[src/rtl/ewb_types.sv]
// Shared types and constants for the L2 eviction write buffer.
package ewb_types;

    localparam int unsigned s_offset_default = 5;
    localparam int unsigned s_line_default   = 256;

    // Line-tag width for the default line geometry
    localparam int unsigned s_tag = 32 - s_offset_default;

    typedef logic [s_line_default-1:0] line_t;

    typedef enum logic [1:0] {
        IDLE,
        READ,
        DRAIN,
        RESP
    } state_t;

    // Tag width for an arbitrary byte-offset width
    function automatic int unsigned tag_width(input int unsigned off);
        return 32 - off;
    endfunction

endpackage

[src/rtl/ewb_line_reg.sv]
// Single buffered line: tag, data and valid flag, with a tag comparator.
module ewb_line_reg #(
    parameter int unsigned tag_w  = 27,
    parameter int unsigned line_w = 256
) (
    input  logic              clk,
    input  logic              rst,
    input  logic              load,
    input  logic              clear,
    input  logic [tag_w-1:0]  load_tag,
    input  logic [line_w-1:0] load_data,
    input  logic [tag_w-1:0]  cmp_tag,
    output logic [tag_w-1:0]  tag,
    output logic [line_w-1:0] data,
    output logic              valid,
    output logic              hit
);

    // Load captures a new or coalesced line; clear only drops valid so the
    // drained line stays visible on the memory address/data outputs.
    always_ff @(posedge clk or posedge rst) begin
        if (rst) begin
            tag   <= '0;
            data  <= '0;
            valid <= 1'b0;
        end else if (load) begin
            tag   <= load_tag;
            data  <= load_data;
            valid <= 1'b1;
        end else if (clear) begin
            valid <= 1'b0;
        end
    end

    assign hit = valid && (cmp_tag == tag);

endmodule

[src/rtl/l2_evict_buffer.sv]
// Single-line eviction write buffer between the L2 and physical memory.
// Writebacks are absorbed in one handshake, drained after an idle period,
// and read hits on the buffered line are served without touching memory.
module l2_evict_buffer import ewb_types::*; #(
    parameter int unsigned s_offset    = s_offset_default,
    parameter int unsigned s_line      = s_line_default,
    parameter int unsigned DRAIN_DELAY = 2
) (
    input  logic              clk,
    input  logic              rst,
    input  logic              cache_read,
    input  logic              cache_write,
    input  logic [31:0]       cache_address,
    input  logic [s_line-1:0] cache_wdata,
    output logic              cache_resp,
    output logic [s_line-1:0] cache_rdata,
    output logic              pmem_read,
    output logic              pmem_write,
    output logic [31:0]       pmem_address,
    output logic [s_line-1:0] pmem_wdata,
    input  logic              pmem_resp,
    input  logic [s_line-1:0] pmem_rdata
);

    localparam int unsigned tag_w = tag_width(s_offset);
    localparam int unsigned cnt_w = (DRAIN_DELAY > 0) ? $clog2(DRAIN_DELAY + 1) : 1;

    state_t            state;
    logic [cnt_w-1:0]  idle_cnt;
    logic [s_line-1:0] rdata_q;

    logic [tag_w-1:0]  req_tag;
    logic [tag_w-1:0]  buf_tag;
    logic [s_line-1:0] buf_data;
    logic              buf_valid;
    logic              buf_hit;
    logic              buf_load;
    logic              buf_clear;
    logic              unused_offset;

    assign req_tag       = cache_address[31:s_offset];
    assign unused_offset = ^cache_address[s_offset-1:0];

    // A write is absorbed only when it cannot displace a different line
    assign buf_load  = (state == IDLE) && !cache_read && cache_write && (!buf_valid || buf_hit);
    assign buf_clear = (state == DRAIN) && pmem_resp;

    ewb_line_reg #(
        .tag_w  (tag_w),
        .line_w (s_line)
    ) u_line (
        .clk       (clk),
        .rst       (rst),
        .load      (buf_load),
        .clear     (buf_clear),
        .load_tag  (req_tag),
        .load_data (cache_wdata),
        .cmp_tag   (req_tag),
        .tag       (buf_tag),
        .data      (buf_data),
        .valid     (buf_valid),
        .hit       (buf_hit)
    );

    // Control FSM, idle counter and the L2 read-data register
    always_ff @(posedge clk or posedge rst) begin
        if (rst) begin
            state    <= IDLE;
            idle_cnt <= '0;
            rdata_q  <= '0;
        end else begin
            case (state)
                IDLE: begin
                    if (cache_read) begin
                        idle_cnt <= '0;
                        if (buf_hit) begin
                            rdata_q <= buf_data;
                            state   <= RESP;
                        end else begin
                            state <= READ;
                        end
                    end else if (cache_write) begin
                        idle_cnt <= '0;
                        // A miss on a full buffer drains first; the write stays
                        // pending and is accepted back in IDLE.
                        state    <= (buf_valid && !buf_hit) ? DRAIN : RESP;
                    end else if (buf_valid) begin
                        if (idle_cnt == cnt_w'(DRAIN_DELAY)) begin
                            idle_cnt <= '0;
                            state    <= DRAIN;
                        end else begin
                            idle_cnt <= idle_cnt + cnt_w'(1);
                        end
                    end else begin
                        idle_cnt <= '0;
                    end
                end
                READ: begin
                    if (pmem_resp) begin
                        rdata_q <= pmem_rdata;
                        state   <= RESP;
                    end
                end
                DRAIN: begin
                    if (pmem_resp) begin
                        state <= IDLE;
                    end
                end
                RESP: begin
                    state <= IDLE;
                end
                default: begin
                    state <= IDLE;
                end
            endcase
        end
    end

    assign cache_resp  = (state == RESP);
    assign cache_rdata = rdata_q;
    assign pmem_read   = (state == READ);
    assign pmem_write  = (state == DRAIN);
    assign pmem_wdata  = buf_data;

    // Outside READ the memory port shows the buffered line
    assign pmem_address = (state == READ) ? {req_tag, {s_offset{1'b0}}}
                                          : {buf_tag, {s_offset{1'b0}}};

endmodule
[config.mk]
export PLATFORM = sky130hd
export DESIGN_NAME = l2_evict_buffer
export DESIGN_NICKNAME = d
export VERILOG_FILES = /design/src/rtl/ewb_types.sv /design/src/rtl/ewb_line_reg.sv /design/src/rtl/l2_evict_buffer.sv
export SDC_FILE = /design/constraint.sdc
export NUM_CORES = 1
export LEC_CHECK = 0
export CAP_MARGIN = 10
export CORE_AREA = 2 2 424 426
export DETAILED_ROUTE_END_ITERATION = 8
export DIE_AREA = 0 0 426 428
export GPL_ROUTABILITY_DRIVEN = 0
export PLACE_DENSITY_LB_ADDON = 0.15
export SYNTH_ARGS = -nofsm -noshare
export SYNTH_HDL_FRONTEND = slang
export SYNTH_SLANG_ARGS = --single-unit
[constraint.sdc]
create_clock -name clk -period 27.3 [get_ports clk]
set_input_delay 5.46 -clock clk [delete_from_list [all_inputs] [get_ports clk]]
set_output_delay 5.46 -clock clk [all_outputs]
set_load 0.03 [all_outputs]
# Word-level counts from Yosys, hierarchy flattened
# Cells that the tools add are included.
# classes
addsub	1
n_mul	0
div	0
order_cmp	0
eq_ne	11
shifts	0
n_mux	20
bitwise_logic	0
reduce_logical	15
# ops
operator	n
$mux 256	3
$pmux 256 s2	1
$mux 32	1
$eq 27x27->1	1
$mux 2	11
$ne 4x3->1 const B	2
$pmux 2 s4	1
$reduce_and 4->1	2
$eq 2x2->1 const B	3
$logic_and 1x1->1	6
$ne 2x1->1 const B	2
$ne 2x2->1 const B	2
$reduce_bool 2->1	2
$logic_not 1->1	3
$mux 1	3
$add 2x1->2 const B	1
$eq 2x1->1 const B	1
$logic_not 2->1	1
$logic_or 1x1->1	1
# totals
register_bits	544
latchBits	0
ramBits	0
mem_bits_ro	0
in_bits	549
output_inout_bits	547
n_memories	0

# Depth between registers and ports, before layout
# logic_depth
word_depth	8
mapped_depth	9
ltp_nobuf	6

# Hierarchy
# Synthesis repeated with hierarchy kept, for this count alone.
# unflattened
cells_unflattened	1528
area_unflattened_um2	24065.6
# modules_own_cells
mod	instances	cells_per_inst	area_per_inst_um2	seq_area_each_um2
l2_evict_buffer	1	890	13297.8	6506.2
ewb_line_reg	1	638	10767.8	7106.8

# Worst setup path before layout
# OpenSTA, ideal clock, no wires.
# synth_timing
path_kind	input port to output port
start	input cache_address[10]
end	output pmem_address[10]
arrival_time_ns	5.792
t_required_ns	21.840
slack_ns	16.048
path_stages	1
path_buffers	0
path_cell_list	mux2_2
# synth_via
elab_chain_cells	1
# synth_rtl
item	line_no	text
start: declaration	l2_evict_buffer.sv:13	input logic [31:0] cache_address,
$mux 32	l2_evict_buffer.sv:126	assign pmem_address = (state == READ) ? {req_tag, {s_offset{1'b0}}}
end: declaration	l2_evict_buffer.sv:19	output logic [31:0] pmem_address,
# No other way between the ends.

# Final worst setup path
# layout_timing
start	input cache_address[30]
end	output pmem_address[30]
# The elaborated chain is that of the path after synthesis.

==> impl_metrics.csv <==
group,metric,value,unit
layout,fillCellCount,19242,
layout,postLayoutCellArea,38900,µm²
global_routing,grt_overflow,0,
cts,cts_buffers,77,
routing,antenna_left,0,
worst_setup_path,crit_type,"primary input to primary output",
layout,drive_gt1_share,15.2,%
synthesis,seq_area_frac_synth,59.3,%
routing,vias_per_cell,3.45,
cts,htree_num_levels,3,
worst_setup_path,crit_fanout,3,
cts,cts-resized-gates,0,
cts,cts_tree,"done",
routing,wl_per_cell,21.6,µm
sta,period_share,45.9,%
sta,period_needed,12.54,ns
synthesis,synth_top_area_share,59.3,%
synthesis,ys_types,27,
sta,worst_pin_slew,1.02,ns
synthesis,synth_area,23000,µm²
routing,vias,18268,
hold_path,hp-class,"flop to flop",
sta,rsz0062_at_grt,"false",
global_routing,grt_antenna_before_repair,18,
power_and_ir_drop,ir_drop,0.0000588,V
routing,route.detailed.drc,0,
floorplanning,dieWidth,426,µm
synthesis,ys_warn_count,0,
place,dpl_cell_area,36500,µm²
sta,skew,0.0404,ns
worst_setup_path,worst-endpoint-arrival,7.08,ns
floorplanning,coreArea,178000,µm²
cts,clk_latency,0.70,ns
worst_setup_path,crit_path_end_kind,"primary output",
status,outcome,"finished clean",
power_and_ir_drop,internal-power,3.03,mW
floorplanning,rows,155,
cts,holdBufCountCts,0,
layout,syn2layout_area_growth,69.2,%
worst_setup_path,critical_path.startpoint_type,"primary input",
worst_setup_path,worstRegToRegCells,9,
sta,max_freq,79.8,MHz
sta,final-setup-viol-count,0,
power_and_ir_drop,switchingPower,2.42,mW
cts,cts-root-buf,"clkbuf_16",
floorplanning,die_area,182000,µm²
floorplanning,start_util,12.9,%
global_routing,grt_use_total,12.2,%
cts,postCtsSetupBuffers,0,
global_routing,grt_pass1_wl,157,mm
synthesis,syn_area_per_cell,12.6,µm²
floorplanning,ioPinCount,1096,
cts,clkTransAtPathRegs,0.05,ns
layout,multi_input_area,8790,µm²
worst_setup_path,required,21.84,ns
sta,hold_violations,0,
power_and_ir_drop,p_clk_share,18.1,%
routing,drt_iter0_markers,652,
sta,finalSetupTns,0,ns
floorplanning,die_h,428,µm
cts,cts_buffer_depth,3,
synthesis,synth_area_leaders,"dfrtp_1 (59%), mux2_2 (15%), mux2i_1 (11%), a21oi_1 (5.6%), nor2_1 (4.2%)",
power_and_ir_drop,cellPowerDensity,140,nW/µm²
power_and_ir_drop,power_frac_seq,27.8,%
sta,slew_headroom,31.7,%
cts,cts_sinks,544,
flow_run,max_cap_viol_count,0,
synthesis,synth.largest_area_cell,"dfrtp_1",
place,port_buffers,1085,
power_and_ir_drop,comb_power_share,54.1,%
global_routing,grt_pass1_vias,19076,
layout,seq_area,13600,µm²
routing,drt_wl_total,114,mm
power_and_ir_drop,p_leak,15.3,nW
synthesis,ys_seq_elements,544,
global_routing,grt_max_degree,175,
routing,dr.pass1.iters,4,
layout,nNetsFinal,3437,
power_and_ir_drop,sw_frac_of_total,44.4,%
place,hpwlAfterDp,87.0,mm
sta,slew_violations,0,
synthesis,synth_cells,1817,
hold_path,min_path_cells,1,
==> flip-flops by register name, summed over array words and instances, names as in the netlist <==
register	cells
u_line.data	256
u_line.valid	1
cache_rdata	256
state	2
idle_cnt	2
u_line.tag	27
==> cell usage in the layout (no fill, tap or decap) <==
master and count:
nand3_1 1, o21ai_0 6, clkinv_8 2, dfrtp_1 544, inv_6 3, nand4_1 1
a21oi_1 257, mux2_2 310, xor2_1 27, nand2_1 5, diode_2 13, nor3_1 2
buf_12 2, clkbuf_8 12, nor2b_1 1, o41ai_4 1, a22o_1 1, or3_1 1
or4_1 1, clkbuf_16 79, clkinv_2 3, a31oi_1 1, conb_1 5, clkdlybuf4s50_1 1085
nor2b_4 1, and2_1 1, buf_4 27, inv_1 2, nand2b_1 1, bufinv_16 2
nor4_1 6, o211ai_1 1, inv_8 1, mux2i_1 258, clkinvlp_4 2, clkbuf_1 18
nor2_1 260
==> kinds of logic (layout without fill, tap and decap cells) <==
group / Yosys count / in the layout / synth area share, %
compound gates: 267 / 267 / 5.95
buf+inv: 129 / 1238 / 2.55
xor+xnor: 27 / 27 / 1.03
mux: 568 / 568 / 26.4
other cells: 1 / 18 / 0.0163
simple gates: 281 / 281 / 4.75
flops: 544 / 544 / 59.3
==> cell type report <==
| type | instances | share of cell area, % |
|---|---|---|
| antenna | 13 | 0.0837 |
| clock buffer | 109 | 5.69 |
| tap | 2355 | 7.58 |
| multi-input combinational | 1148 | 22.6 |
| clock inverter | 12 | 0.383 |
| inverter | 3 | 0.0483 |
| sequential | 544 | 35.0 |
| timing repair buffer | 1114 | 28.6 |
==> Yosys cell counts <==
| master | count |
|---|---|
| nor2_1 | 260 |
| clkbuf_1 | 42 |
| nor3_1 | 2 |
| nand4_1 | 1 |
| o21ai_0 | 6 |
| inv_1 | 3 |
| mux2_2 | 310 |
| dfrtp_1 | 544 |
| nor2b_1 | 2 |
| a22o_1 | 1 |
| buf_2 | 67 |
| conb_1 | 1 |
| o211ai_1 | 1 |
| a31oi_1 | 1 |
| nor4_1 | 6 |
| nand2_1 | 5 |
| or3_1 | 1 |
| nand2b_1 | 1 |
| mux2i_1 | 258 |
| or4_1 | 1 |
| nand3_1 | 1 |
| o41ai_4 | 1 |
| a21oi_1 | 257 |
| xor2_1 | 27 |
| buf_1 | 12 |
| and2_1 | 1 |
| buf_4 | 5 |
==> metal layers <==
layer  up-vias  routed length, µm  track usage (%)
met4        16               3130             4.70
met5         -                103                0
met2       587              58300             21.3
met1      9027              43100             13.2
li1       8500                  -                -
met3       138               9760             4.70
==> power by group through the flow <==
stage / Sequential [mW] / Clock, mW / Combinational, mW
floorplan: 2.23 / 0 / 0.895
global placement: 1.53 / 0 / 3.03
detailed placement: 1.53 / 0 / 3.02
CTS: 1.52 / 1.04 / 3.02
global route: 1.58 / 1.07 / 3.12
finish: 1.52 / 0.984 / 2.95
==> metrics by stage <==
stage | setup WS, ns | std cells | utilization (%) | hold slack [ns] | power (mW)
2_1_floorplan | 6.63 | 1821 | - | 0.451 | 3.12
3_3_place_gp | 14.76 | 5164 | 20.5 | 0.485 | 4.55
3_5_place_dp | 14.76 | 5164 | 20.5 | 0.483 | 4.55
4_1_cts | 14.75 | 5285 | 21.9 | 0.492 | 5.59
5_1_grt | 14.74 | 5295 | 21.9 | 0.522 | 5.77
6_report | 14.76 | 5298 | 21.9 | 0.489 | 5.45
==> critical path, cell delays in order <==
cell and delay (ns):
clkdlybuf4s50_1 0.67, mux2_2 0.22, clkdlybuf4s50_1 0.72
==> worst paths after layout <==
kind                                   start  slack [ns]          endpoint
max                        cache_address[30]       14.76  pmem_address[30]
max in group asynchronous                rst       19.43   u_line.data[15]
min in group asynchronous                rst        5.20  u_line.data[119]
min reg2reg                      idle_cnt[0]        0.49       idle_cnt[0]
min                              idle_cnt[0]        0.49       idle_cnt[0]
max reg2reg                    u_line.tag[3]       22.53   cache_rdata[56]
Note: power is estimated with default switching activity, not from simulation.
